**config.mk**
```make
export PLATFORM = sky130hd
export DESIGN_NAME = tunnel_row_gen_flat
export DESIGN_NICKNAME = d
export VERILOG_FILES = /design/src/rtl/tunnel_pkg.sv /design/src/rtl/tunnel_row_gen_if.sv /design/src/rtl/tunnel_row_fifo.sv /design/src/rtl/tunnel_row_gen.sv /design/src/flat_wrapper.sv
export SDC_FILE = /design/constraint.sdc
export NUM_CORES = 1
export LEC_CHECK = 0
export CAP_MARGIN = 20
export CORE_UTILIZATION = 50
export DETAILED_ROUTE_END_ITERATION = 6
export DONT_BUFFER_PORTS = 1
export PLACE_DENSITY_LB_ADDON = 0.1
export SKIP_LAST_GASP = 1
export SYNTH_ARGS = -nofsm -noshare
export SYNTH_HDL_FRONTEND = slang
export SYNTH_SLANG_ARGS = --single-unit
```
**constraint.sdc**
```tcl
create_clock -name clk -period 6.8 [get_ports clk]
set_clock_uncertainty 0.1 [all_clocks]
set_input_delay 0.68 -clock clk [delete_from_list [all_inputs] [get_ports clk]]
set_output_delay 0.68 -clock clk [all_outputs]
set_load 0.02 [all_outputs]
```
**src/rtl/tunnel_pkg.sv**
```systemverilog
// Shared defaults, row entry layout and FSM encoding for the tunnel row generator.
package tunnel_pkg;

   localparam int COLS_DEF      = 80;
   localparam int MIN_WIDTH_DEF = 16;
   localparam int MAX_WIDTH_DEF = 48;
   localparam int DEPTH_DEF     = 4;
   localparam int ROW_W         = 15;

   typedef enum logic [1:0] {
      ST_IDLE,
      ST_SAMPLE,
      ST_COMPUTE,
      ST_FULL
   } state_t;

   typedef struct packed {
      logic       obstacle;
      logic [6:0] left;
      logic [6:0] width;
   } row_t;

endpackage

```
**src/rtl/tunnel_row_gen_if.sv**
```systemverilog
// Row stream from the generator to the scroll/render consumer.
interface tunnel_row_gen_if;
   logic       row_valid;
   logic       row_ready;
   logic [6:0] row_left;
   logic [6:0] row_width;
   logic       row_obstacle;

   modport master (output row_valid, row_left, row_width, row_obstacle, input row_ready);
   modport slave  (input row_valid, row_left, row_width, row_obstacle, output row_ready);
endinterface

```
**src/rtl/tunnel_row_fifo.sv**
```systemverilog
// First-word-fall-through FIFO; head data reads zero while empty.
module tunnel_row_fifo #(
   parameter  int DEPTH = 4,
   parameter  int W     = 15,
   localparam int AW    = $clog2(DEPTH),
   localparam int CW    = AW + 1
) (
   input  logic          clk,
   input  logic          reset,
   input  logic          push,
   input  logic          pop,
   input  logic [W-1:0]  din,
   output logic [W-1:0]  dout,
   output logic          full,
   output logic          empty,
   output logic [CW-1:0] count
);

   logic [W-1:0]  mem [DEPTH];
   logic [AW-1:0] rd_ptr, wr_ptr;
   logic          do_push, do_pop;

   assign empty   = (count == '0);
   assign full    = (count == CW'(DEPTH));
   assign do_pop  = pop && !empty;
   // a push into a full FIFO is fine when the head leaves on the same edge
   assign do_push = push && (!full || do_pop);
   assign dout    = empty ? '0 : mem[rd_ptr];

   always_ff @(posedge clk or posedge reset) begin
      if (reset) begin
         rd_ptr <= '0;
         wr_ptr <= '0;
         count  <= '0;
      end else begin
         if (do_push) wr_ptr <= wr_ptr + 1'b1;
         if (do_pop)  rd_ptr <= rd_ptr + 1'b1;
         count <= count + CW'(do_push) - CW'(do_pop);
      end
   end

   always_ff @(posedge clk) begin
      if (do_push) mem[wr_ptr] <= din;
   end

endmodule

```
**src/rtl/tunnel_row_gen.sv**
```systemverilog
// Turns LFSR samples into tunnel rows (left wall, width, obstacle) buffered in a FWFT FIFO.
module tunnel_row_gen
   import tunnel_pkg::*;
#(
   parameter int COLS      = COLS_DEF,
   parameter int MIN_WIDTH = MIN_WIDTH_DEF,
   parameter int MAX_WIDTH = MAX_WIDTH_DEF,
   parameter int DEPTH     = DEPTH_DEF
) (
   input  logic                    clk,
   input  logic                    reset,
   input  logic                    enable,
   input  logic [7:0]              rnd,
   tunnel_row_gen_if.master        rows
);

   localparam int CW = $clog2(DEPTH) + 1;
   localparam logic signed [7:0] MIN_S  = 8'(MIN_WIDTH);
   localparam logic signed [7:0] MAX_S  = 8'(MAX_WIDTH);
   localparam logic signed [7:0] COLS_S = 8'(COLS);

   state_t     state;
   logic [7:0] rnd_q;
   logic [6:0] cur_left, cur_width;
   row_t       nxt, head;
   logic       push, pop, full, empty;
   logic [CW-1:0] count, cnt_nxt;
   logic signed [7:0] w_try, w_new, l_try, l_max, l_new;

   // Row arithmetic is done signed in 8 bits so a step below zero clamps instead of wrapping
   always_comb begin
      w_try = {1'b0, cur_width};
      case (rnd_q[3:2])
         2'b00:   w_try = w_try - 8'sd1;
         2'b11:   w_try = w_try + 8'sd1;
         default: ;
      endcase
      if (w_try < MIN_S)      w_new = MIN_S;
      else if (w_try > MAX_S) w_new = MAX_S;
      else                    w_new = w_try;

      l_max = COLS_S - w_new;
      l_try = {1'b0, cur_left};
      case (rnd_q[1:0])
         2'b00:   l_try = l_try - 8'sd1;
         2'b10:   l_try = l_try + 8'sd1;
         default: ;
      endcase
      if (l_try < 8'sd0)      l_new = 8'sd0;
      else if (l_try > l_max) l_new = l_max;
      else                    l_new = l_try;

      nxt.width    = w_new[6:0];
      nxt.left     = l_new[6:0];
      nxt.obstacle = (rnd_q[7:4] == 4'hF) && (w_new >= (MIN_S <<< 1));
   end

   assign pop     = !empty && rows.row_ready;
   assign push    = (state == ST_COMPUTE) && (!full || pop);
   assign cnt_nxt = count + CW'(push) - CW'(pop);

   always_ff @(posedge clk or posedge reset) begin
      if (reset) begin
         state     <= ST_IDLE;
         rnd_q     <= '0;
         cur_width <= 7'(MAX_WIDTH);
         cur_left  <= 7'((COLS - MAX_WIDTH) / 2);
      end else begin
         case (state)
            ST_IDLE:   if (enable) state <= ST_SAMPLE;
            ST_SAMPLE: begin
               rnd_q <= rnd;
               state <= ST_COMPUTE;
            end
            ST_COMPUTE: begin
               if (push) begin
                  cur_width <= nxt.width;
                  cur_left  <= nxt.left;
               end
               if (!enable)                     state <= ST_IDLE;
               else if (cnt_nxt == CW'(DEPTH))  state <= ST_FULL;
               else                             state <= ST_SAMPLE;
            end
            ST_FULL: begin
               if (!enable)   state <= ST_IDLE;
               else if (!full) state <= ST_SAMPLE;
            end
            default: state <= ST_IDLE;
         endcase
      end
   end

   tunnel_row_fifo #(.DEPTH(DEPTH), .W(ROW_W)) u_fifo (
      .clk   (clk),
      .reset (reset),
      .push  (push),
      .pop   (pop),
      .din   (nxt),
      .dout  (head),
      .full  (full),
      .empty (empty),
      .count (count)
   );

   assign rows.row_valid    = !empty;
   assign rows.row_left     = head.left;
   assign rows.row_width    = head.width;
   assign rows.row_obstacle = head.obstacle;

endmodule

```
**src/flat_wrapper.sv**
```systemverilog
// flat-port wrapper written by rule: the top's interface ports become plain ports
module tunnel_row_gen_flat import tunnel_pkg::*;
#(
   parameter int COLS      = COLS_DEF,
   parameter int MIN_WIDTH = MIN_WIDTH_DEF,
   parameter int MAX_WIDTH = MAX_WIDTH_DEF,
   parameter int DEPTH     = DEPTH_DEF
)
  (clk, reset, enable, rnd, rows_row_valid, rows_row_left, rows_row_width, rows_row_obstacle, rows_row_ready);
  tunnel_row_gen_if rows_i ();
  input  logic clk;
  input  logic reset;
  input  logic enable;
  input  logic [7:0] rnd;
  output wire logic [$bits(rows_i.row_valid)-1:0] rows_row_valid;
  output wire logic [$bits(rows_i.row_left)-1:0] rows_row_left;
  output wire logic [$bits(rows_i.row_width)-1:0] rows_row_width;
  output wire logic [$bits(rows_i.row_obstacle)-1:0] rows_row_obstacle;
  input wire logic [$bits(rows_i.row_ready)-1:0] rows_row_ready;
  assign rows_row_valid = rows_i.row_valid;
  assign rows_row_left = rows_i.row_left;
  assign rows_row_width = rows_i.row_width;
  assign rows_row_obstacle = rows_i.row_obstacle;
  assign rows_i.row_ready = rows_row_ready;
  tunnel_row_gen #(.COLS(COLS), .MIN_WIDTH(MIN_WIDTH), .MAX_WIDTH(MAX_WIDTH), .DEPTH(DEPTH)) u_core (.clk(clk), .reset(reset), .enable(enable), .rnd(rnd), .rows(rows_i));
endmodule
```
======== Yosys cells after proc, flatten, opt, wreduce, memory -nomap -nowiden ========
Memory sizes are Yosys's and may differ from the RTL's.
Cells that the tools add are included.
storage, ports and cells
  input bits .............................. 12
  memories ................................ 1
  memory bits (writable) .................. 60
  register bits ........................... 31
  word-level logic and storage cells ...... 64
memory list
  memory             words  bits a word  read ports  clocked after memory_dff  wr ports  RTL line               RTL
  u_core.u_fifo.mem  4      15           1           0                         1         tunnel_row_fifo.sv:19  logic [W-1:0] mem [DEPTH];
cells by class
  reductions and logical operators ........ 15
  equal/unequal tests ..................... 10
  muxes and demuxes ....................... 15
  $add $sub $neg .......................... 11
  order comparisons ....................... 5
operators with widths
  operator             count
  $pmux 8 s2           2
  $add 7x1->8 const B  2
  $mux 8               2
  $sub 7x1->8 const B  2
  $mux 15              1
  $mux 7               2
  $mux 2               5
  $eq 2x2->1 const B   4
  $ge 8x7->1 const B   1
  $gt 8x7->1 const B   1
  $gt 8x8->1           1
  $lt 8x1->1 const B   1
  $lt 8x6->1 const B   1
  $pmux 2 s4           1
  $sub 8x8->8 const A  1
  $add 3x1->3          2
  $eq 3x3->1 const B   2
  $logic_not 2->1      3
  $sub 3x1->3          2
  $logic_and 1x1->1    5
  $add 2x1->2 const B  2
  $eq 4x4->1 const B   1
  $reduce_and 2->1     2
  $logic_not 3->1      1
  6 further kinds      9

======== Longest topological paths before layout ========
Gate-level depths: netlist of run 1.
  depth after elaboration ................. 11
  depth in mapped cells ................... 25
  gate-level depth less buffers ........... 23

======== Hierarchy ========
A second synthesis of run 1 with hierarchy kept.
second synthesis, totals
  cells, all modules ...................... 419
  area total of the unflattened synthesis .. 5175.0 sq um
modules (own cells, without submodules)
  module           instances  sequential area each (sq um)  area an instance (sq um)  cells each
  tunnel_row_fifo  1          1976.9                        2696.3                    132
  tunnel_row_gen   1          604.3                         2478.6                    287

======== Worst setup path before layout of run 1 ========
No wires, ideal clock.
  path kind ............................... register -> register
  start ................................... register u_core.rnd_q[2]
  end ..................................... memory u_core.u_fifo.mem[0][11], data pin
  slack ................................... 1.339 ns
  clock period less this slack ............ 5.461 ns
  stages on the path, launching flop included .. 24
  arrival ................................. 5.158 ns
  cells stage by stage .................... dfrtp_1 ha_1 inv_1 ha_1 a211oi_1 nor2_1 o31ai_2 o21ai_0 o211ai_4 nor2_1 inv_1 ha_1 inv_1 or4_1 a21boi_1 nor2_1 ha_1 o21a_1 o21ai_0 a211oi_1 o21ai_1 clkbuf_1 nor3_1 nor3_1
on the way
  word-level cells in the longest chain between the ends .. 9
  elaborated cells on any way between the ends .. 11
  classes of those cells .................. 1 x add/sub; 3 x order compare; 1 x eq/ne; 5 x mux; 1 x reduce/logical
RTL lines
  what                                                  RTL line               RTL
  start: declaration                                    tunnel_row_gen.sv:23   logic [7:0] rnd_q;
  start signal: assignment                              tunnel_row_gen.sv:72   rnd_q <= rnd;
  $eq 2x2->1 / $logic_not 2->1 (equally long branches)  tunnel_row_gen.sv:33   case (rnd_q[3:2])
  $pmux 8 s2 (*)                                        tunnel_row_gen.sv:33
  $gt 8x7->1                                            tunnel_row_gen.sv:39   else if (w_try > MAX_S) w_new = MAX_S;
  $mux 8                                                tunnel_row_gen.sv:39
  $mux 8 (*)                                            tunnel_row_gen.sv:38   if (w_try < MIN_S) w_new = MIN_S;
  $sub 8x8->8 (*)                                       tunnel_row_gen.sv:42   l_max = COLS_S - w_new;
  net u_core.l_max[0]                                   tunnel_row_gen.sv:28   logic signed [7:0] w_try, w_new, l_try, l_max, l_new;
  $gt 8x8->1 (*)                                        tunnel_row_gen.sv:50   else if (l_try > l_max) l_new = l_max;
  $mux 7 (*)                                            tunnel_row_gen.sv:50
  $mux 7 (*)                                            tunnel_row_gen.sv:49   if (l_try < 8'sd0) l_new = 8'sd0;
  net u_core.l_new[4]                                   tunnel_row_gen.sv:28
  end: declaration                                      tunnel_row_fifo.sv:19
Mark *: on every way through the listed nets, which the timed path passes. The rest lies on a longest branch.

======== Worst setup path after layout of run 1 ========
  start ................................... register u_core.rnd_q[2]
  end ..................................... memory u_core.u_fifo.mem[0][13], data pin
The elaborated chain is that of the path after synthesis.

==> results of run 1 <==
[metrics by stage]
| step | setup WS [ns] | instance area [µm²] | hold WS [ns] | util [%] | std cells |
|---|---|---|---|---|---|
| after floorplan | 1.34 | 5190 | 0.360 | - | 437 |
| after CTS | 0.853 | 5480 | 0.184 | 55.3 | 569 |
| final | 0.881 | 5510 | 0.186 | 55.6 | 570 |
| after global placement | 1.12 | 5300 | 0.387 | 53.4 | 553 |
| after global routing | 0.290 | 5510 | 0.201 | 55.6 | 570 |
| after detailed placement | 0.912 | 5300 | 0.396 | 53.4 | 553 |
[how the worst max path moves through the flow]
stage                     from                       end  slack [ns]  cells past startpoint
2_1_floorplan  u_core.rnd_q[2]  u_core.u_fifo.mem[0][11]        1.34                     23
3_3_place_gp   u_core.rnd_q[2]   u_core.u_fifo.mem[0][7]        1.12                     23
3_5_place_dp   u_core.rnd_q[2]   u_core.u_fifo.mem[0][7]        0.91                     23
4_1_cts        u_core.rnd_q[2]   u_core.u_fifo.mem[3][7]        0.85                     23
5_1_grt        u_core.rnd_q[2]   u_core.u_fifo.mem[1][7]        0.29                     23
6_report       u_core.rnd_q[2]  u_core.u_fifo.mem[0][13]        0.88                     24
[logic make-up after synthesis]
logic type               Yosys count
multiplexers                      28
other                              2
flip-flops                        91
adder cells (fa/ha/maj)           34
XOR/XNOR                          16
AND/OR/NAND/NOR                  130
buffers and inverters             50
AO/OA/AOI/OAI                     83
[final cells by class]
class | instances | share of cell area [%]
clock buffer | 10 | 2.32
tap | 133 | 3.02
timing repair buffer | 4 | 0.909
multi-input combinational | 296 | 43.8
sequential | 91 | 46.9
inverter | 30 | 2.04
clock inverter | 6 | 1.02
[state kept, by name, summed over array words and instances, names as in the netlist]
register,count
u_core.cur_left,7
u_core.cur_width,7
u_core.rnd_q,8
u_core.state,2
u_core.u_fifo.count,3
u_core.u_fifo.mem,60
u_core.u_fifo.rd_ptr,2
u_core.u_fifo.wr_ptr,2
[metal layers]
layer	track usage (%)	up-vias	routed length, µm
met2	32.2	57	4670
li1	-	1580	-
met1	26.1	1561	4500
met3	4.03	9	346
met5	0	-	0
met4	5.10	0	105
[layout by cell type, fill, tap and decap left out, types with 3 or more instances in the layout]
master and n:
a31oi_1 3, mux2_2 10, nor4b_1 3, fa_1 4
mux4_2 15, o21ai_0 22, a211o_1 3, dfrtp_1 28
buf_4 3, and2_1 23, nor2_1 25, or3_1 3
o31a_1 4, clkbuf_8 9, conb_1 5, a211oi_1 5
nand2b_1 10, xor2_1 7, edfxtp_1 60, a21oi_1 11
o31ai_1 7, nand2_1 32, mux2i_1 3, dfstp_2 3
nor2b_1 3, nor3b_1 6, nor3_1 7, nand3_1 8
ha_1 30, inv_1 30, xnor2_1 8
[critical path, stage by stage (launching register included)]
cell,delay (ns)
dfrtp_1,0.39
ha_1,0.22
inv_1,0.27
ha_1,0.36
a211oi_1,0.41
nor2_1,0.11
o31ai_2,0.42
o21ai_0,0.27
o211ai_4,0.27
nor2_1,0.16
inv_1,0.08
ha_1,0.16
inv_1,0.09
or4_1,0.52
a21boi_1,0.19
nor2_1,0.06
ha_1,0.29
o21a_1,0.10
o21ai_0,0.07
a211oi_1,0.24
o21ai_1,0.10
buf_4,0.19
inv_1,0.13
nand3_1,0.09
a21oi_1,0.37
==> run metrics, run 1 <==
core area=slightly below 0.01 mm²; Yosys Warn Count=0; CTS sink count=about 90; CP max FO=17; Die Y=104 µm; die width=around 100 µm; CTS buffer count=9; post-synthesis cell count=434; die footprint=around 0.011 mm²; cts-stage hold buffer count=0; nets=around 480; Slew HR=between 40 and 50%; Hold Path Class=input port to asynchronous set/reset pin; fmax=169 MHz; CP startpoint kind=flip-flop; Worst R2R Setup Slack=about 0.9 ns; Max Slew Vio Count=0; mux contribution to synthesized area=between 9 and 10%; PortBufs=0; antenna violations before repair=0; FF/Latch Area=roughly 0.0026 mm²; most numerous cell in the Yosys netlist=edfxtp_1; Req. time, crit path=just under 7 ns; CTS clk-pin slew, worst paths=0.09 ns; worst flop-to-flop path startpoint=u_core.rnd_q[2]; I/O Pins=28; Cell Area, Synth=between 0.005 and 0.006 mm²; Resize count post-CTS=0; clk_lat worst skew=0.36 ns; post-synth top area cell=edfxtp_1; Post-DRT Antenna Nets=0; max_cap viols=0; clk buf depth=2; DP HPWL=6960 µm; Crit path arrival time=between 5 and 6 ns; Root Driver=clkbuf_8; synth cell count leaders=edfxtp_1 (60), nand2_1 (32), ha_1 (30), inv_1 (30), dfrtp_1 (28); setup repair bufs after CTS=0; total track usage=around a fifth; Adder-Cell Fraction of Synth Area=8.79%; Starting DRT DRC Count=about 120; actual slew at the worst max-slew pin=around 0.80 ns; GR Overflow Total=0; first-pass GRT wire length=~16000 µm; Compound-Gate Fraction of Synth Area=between 10% and 20%; RSZ-0062 raised after global routing=no; Pre-Repair DR Iteration Count=4; Distinct cells, synth=64; Final period util=roughly 87%; FF-to-FF End=u_core.u_fifo.mem[0][13]; Simple-Gate Fraction of Synth Area=13.1%; CP endpoint kind=flip-flop; GPL Wtd Cong=about 0.83; WS Path Type=flip-flop to flip-flop; syn avg cell area=about 12 µm²; setup TNS=0 ns; Synth Flop Type=edfxtp_1; fillers=around 860; Starting Density=a little over half; CTS tree=yes; Setup Viol. Count Final=0; share of the synthesized area in the top cell type=a little over a third; final wirelength=around 9600 µm; vias post-DR=3207; synthesis-stage register bit count=91; Final Hold Viols=0; min Tclk post-route=slightly below 6 ns; number of global-route vias before repair=3242; sequential fraction of the synthesis area=between 40% and 50%; cell row count=36; number of remaining DRC errors=0; area of the multi-input gates=0.00241 mm²; reg2reg path depth=24; Post-synth EDFFs=60; fraction of registers with async set/reset=34.1%; WL/cell=16.9 µm; Post-Synth XOR/XNOR Area=around 2.8%; outcome=finished clean; synth top area cells=edfxtp_1 (35%), dfrtp_1 (14%), ha_1 (7.2%); main combinational cell family by area after synthesis=simple AND/OR/NAND/NOR gates; pin count of the biggest net entering global routing=32; layout cells sized above 1=a little over an eighth; n_diodes=0; area grow syn2layout=6.28%; H-tree Lvls=3; Via-to-Cell Ratio=around 5.6
Power of run 1 is left out: the tool's default activity adds up to more than one toggle a clock period on the data nets, which glitch-free logic cannot reach.
==> run 2: changes to the inputs <==
Settings changed: CORE_UTILIZATION 50 to 64.
==> run 2 against run 1 <==
Worst setup slack got worse by 0.19 ns; register-to-register slack got worse by 0.19 ns; critical path depth decreased by 2; global-route usage increased by 5.9 points; largest cell class unchanged; final cell count decreased by 5.6%; first-iteration DRC count increased by 120%; hold slack got worse by 0.0015 ns; design area decreased by 0.75%.
==> run metrics, run 2 (synthesis results as in run 1) <==
layout cells sized above 1=approximately an eighth; cell row count=32; CP startpoint kind=flip-flop; most used cell, CP=ha_1; H-tree Lvls=3; Max Slew Vio Count=0; delay-heaviest family, CP=compound AO/OA/AOI/OAI gates; RSZ-0062 raised after global routing=no; WS Path Type=flip-flop to flip-flop; DP HPWL=around 7100 µm; GR peak layer=met2; dpl ws=roughly 0.57 ns; Crit path arrival time=6.11 ns; die footprint=around 0.0085 mm²; min Tclk post-route=6.11 ns; antenna violations before repair=0; die width=between 90 and 100 µm; fillers=about 560; actual slew at the worst max-slew pin=between 0.9 and 1 ns; clk_lat worst skew=between 0.3 and 0.4 ns; Top Registers=u_core.u_fifo.mem (60), u_core.rnd_q (8); GR Util met3=between 4 and 5%; total track usage=between 20% and 30%; CTS clk-pin slew, worst paths=0.10 ns; Req. time, crit path=around 6.8 ns; final wirelength=~9900 µm; max_cap viols=0; Starting DRT DRC Count=roughly 260; fmax=~160 MHz; Slowest cell on crit path=or4_1; outcome=finished clean; clk buf depth=2; post-route insts no fill=between 500 and 600; first-pass GRT wire length=about 16000 µm; I/O Pins=28; number of global-route vias before repair=3270; core area=0.00777 mm²; Setup Viol. Count Final=0; CP endpoint kind=flip-flop; area grow syn2layout=5.48%; Pre-Repair DR Iteration Count=5; Root Driver=clkbuf_8; Hold Path Class=input port to asynchronous set/reset pin; Final period util=89.8%; Setup WS post-layout=roughly 0.7 ns; area of the multi-input gates=approximately 0.0024 mm²; Slew HR=around 35%; vias post-DR=around 3400; GPL Wtd Cong=about 0.9; most frequent cells in the layout=edfxtp_1 (60), nand2_1 (32), inv_1 (30), ha_1 (30), dfrtp_1 (28); worst-path cell chain=ha_1 > inv_1 > ha_1 > a211oi_1 > nor2_1 > o31ai_2 > o21ai_0 > o211ai_4 > nor2_1 > inv_1 > ha_1 > inv_1 > or4_1 > a21boi_1 > nor2_1 > ha_1 > o21a_1 > o21ai_0 > a211oi_1 > o21ai_2 > nor3_1 > nor3_1; Via-to-Cell Ratio=about 6.2; CP max FO=15; Die Y=between 90 and 100 µm; Top reg by flops=u_core.u_fifo.mem; CTS buffer count=9; WL/cell=about 18 µm; GR Layer Usage met2=between 40 and 50%; number of remaining DRC errors=0; nets=477; CTS sink count=slightly above 90; pin count of the biggest net entering global routing=32; PortBufs=0; Post-DRT Antenna Nets=0; Starting Density=66.7%; most common cell after layout, fill and taps aside=edfxtp_1; GR Util met1=between 30 and 40%; Final Hold Viols=0; CTS tree=yes; dpl cell area=0.00525 mm²; FF/Latch Area=0.00258 mm²; Placed Cells incl. Taps=about 520; GR Overflow Total=0; Max stage delay on crit path=~0.52 ns; setup TNS=0 ns; n_diodes=0; Buf/Inv on CP=3; Finished Cell Area=0.00547 mm²; number of flip-flops in the largest register=60
[run 2: repair_timing]
action,4_1_cts,5_1_grt
hold buffers,0,0
gates resized for setup,0,1
endpoints found under the setup margin,0,29
buffers inserted,0,0
[run 2: per-layer routing]
layer	vias up	wire length, µm	part of all wire, %
li1	1582	-	-
met1	1649	4330	44
met2	111	4860	49
met3	20	509	5.1
met4	0	248	2.5
met5	-	0	0
[run 2: area by class of cell]
class                           instances  area share, %
Clock buffer                           10           2.33
Clock inverter                          6           1.05
Inverter                               30           2.06
Multi-Input combinational cell        296           44.2
Sequential cell                        91           47.2
Tap cell                              102           2.33
Timing Repair Buffer                    3          0.778
[run 2: path summary, 6_finish.rpt]
| path | from | end | slack, ns | depth (start not counted) |
|---|---|---|---|---|
| max in group asynchronous | reset | u_core.cur_left[4] | 6.06 | 2 |
| worst max-delay path | u_core.rnd_q[2] | u_core.u_fifo.mem[0][11] | 0.69 | 22 |
| worst max register to register | u_core.rnd_q[2] | u_core.u_fifo.mem[0][11] | 0.69 | 22 |
| worst min-delay path | reset | u_core.u_fifo.count[1] | 0.18 | 2 |
| min in group clk | enable | u_core.state[0] | 0.34 | 1 |
| worst min register to register | u_core.cur_left[4] | u_core.cur_left[4] | 0.40 | 2 |
[run 2: worst register-to-register path, stage by stage (launching register included)]
cell and delay (ns):
dfrtp_1 0.39, ha_1 0.22, inv_1 0.27, ha_1 0.37, a211oi_1 0.40, nor2_1 0.11, o31ai_2 0.42, o21ai_0 0.27
o211ai_4 0.27, nor2_1 0.17, inv_1 0.09, ha_1 0.16, inv_1 0.09, or4_1 0.52, a21boi_1 0.17, nor2_1 0.07
ha_1 0.29, o21a_1 0.16, o21ai_0 0.14, a211oi_1 0.10, o21ai_2 0.47, nor3_1 0.18, nor3_1 0.42
[run 2: through the flow]
stage,utilization [%],hold slack [ns]
global placement,67.6,0.380
floorplan,-,0.360
CTS,70.0,0.188
global route,70.4,0.217
detailed placement,67.6,0.383
finish,70.4,0.185
Power of run 2 is left out for the same reason.
==> run 3: changes to the inputs <==
Settings changed: REMOVE_ABC_BUFFERS from default to 1.
==> run 3 against run 2 <==
Global-route usage fell by 0.55 points; hold slack improved by 0.0048 ns; final cell count did not move; register-to-register slack improved by 0.14 ns; die area did not move; critical path type unchanged; highest routed layer unchanged.
==> run metrics, run 3 (synthesis results as in run 1) <==
WS Path Type=flip-flop to flip-flop; Pre-Repair DR Iteration Count=5; Starting Density=66.7%; Hold Path Class=input port to asynchronous set/reset pin; CTS buffer count=9; most frequent cells in the layout=edfxtp_1 (60), nand2_1 (32), inv_1 (30), ha_1 (30), dfrtp_1 (28); outcome=finished clean; Setup WS post-layout=roughly 0.84 ns; CTS sink count=between 90 and 100; clk_lat worst skew=0.36 ns; Post-DRT Antenna Nets=0; CTS tree=yes; Max Slew Vio Count=0; WL/cell=17.9 µm; dpl ws=about 0.92 ns; GPL Wtd Cong=~0.90; core area=roughly 0.0078 mm²; Setup Viol. Count Final=0; max_cap viols=0; cts-stage hold buffer count=0; setup repair bufs after CTS=0; min Tclk post-route=5.96 ns; actual slew at the worst max-slew pin=approximately 1 ns; Resize count post-CTS=0; fmax=roughly 170 MHz; antenna violations before repair=0; n_diodes=0; Final period util=roughly 90%; number of remaining DRC errors=0; final wirelength=between 9000 and 10000 µm; CP endpoint kind=flip-flop; most common cell after layout, fill and taps aside=edfxtp_1; pin count of the biggest net entering global routing=32; I/O Pins=28; setup TNS=0 ns; CP max FO=17; RSZ-0062 raised after global routing=no; die footprint=about 0.0085 mm²; Root Driver=clkbuf_8; fillers=between 500 and 600; Starting DRT DRC Count=195; GR Overflow Total=0; cell row count=32; total track usage=approximately a quarter; Top reg by flops=u_core.u_fifo.mem; vias post-DR=roughly 3300; Via-to-Cell Ratio=about 6.1; Crit path arrival time=around 6 ns; H-tree Lvls=3; Final Hold Viols=0; clk buf depth=2; CP startpoint kind=flip-flop; number of global-route vias before repair=between 3000 and 4000; PortBufs=0; number of flip-flops in the largest register=60; nets=about 480; Slew HR=33.2%; DP HPWL=6880 µm; Top Registers=u_core.u_fifo.mem (60), u_core.rnd_q (8); Req. time, crit path=6.84 ns; area grow syn2layout=5.00%; CTS clk-pin slew, worst paths=around 0.10 ns; layout cells sized above 1=approximately an eighth; Die Y=between 90 and 100 µm; first-pass GRT wire length=between 15000 and 20000 µm; die width=around 92 µm
[run 3: cell types whose count changed in the layout (fill, tap and decap cells not counted), sizes merged]
| cell | delta |
|---|---|
| clkinvlp | +1 |
| clkbuf | -1 |
[run 3: worst paths after layout]
check / from / endpoint / slack (ns) / depth (start not counted)
min: reset / u_core.u_fifo.rd_ptr[0] / 0.19 / 2
min in group clk: enable / u_core.state[0] / 0.36 / 1
max reg2reg: u_core.rnd_q[2] / u_core.u_fifo.mem[2][7] / 0.84 / 23
max: u_core.rnd_q[2] / u_core.u_fifo.mem[2][7] / 0.84 / 23
min reg2reg: u_core.cur_left[4] / u_core.cur_left[4] / 0.41 / 2
max in group asynchronous: reset / u_core.cur_width[4] / 6.06 / 2
[run 3: layout make-up]
type	instances	area, µm²	share of cell area, %
well taps	102	128	2.35
repair buffers	3	22.5	0.414
inverters	30	113	2.07
clock inverters	7	60.1	1.10
clock buffers	9	124	2.28
multi-input cells	296	2410	44.4
flip-flops and latches	91	2580	47.4
[run 3: metal layers]
layer	vias up	share of wire, %	global-route usage (%)
li1	1574	-	-
met1	1591	46	33.0
met2	81	49	41.0
met3	11	3.7	4.64
met4	0	1.6	8.46
met5	-	0	0
[run 3: stage by stage]
step           hold slack [ns]  instance area [µm²]  instances  util (%)
2_1_floorplan            0.360                 5110        417         -
3_3_place_gp             0.390                 5260        522      67.7
3_5_place_dp             0.382                 5260        522      67.7
4_1_cts                  0.204                 5440        538      70.1
5_1_grt                  0.220                 5440        538      70.1
6_report                 0.190                 5440        538      70.1
[run 3: worst max-delay path, stage by stage, from the launching register on]
cell and delay [ns]:
dfrtp_1 0.39, ha_1 0.22, inv_1 0.26, ha_1 0.36
a211oi_1 0.39, nor2_1 0.11, o31ai_2 0.41, o21ai_0 0.27
o211ai_4 0.28, nor2_1 0.16, inv_1 0.08, ha_1 0.16
inv_1 0.09, or4_1 0.52, a21boi_1 0.18, nor2_1 0.07
ha_1 0.30, o21a_1 0.11, o21ai_0 0.07, a211oi_1 0.26
o21ai_1 0.10, buf_4 0.20, or3_1 0.37, a21oi_1 0.29
Power of run 3 is left out for the same reason.
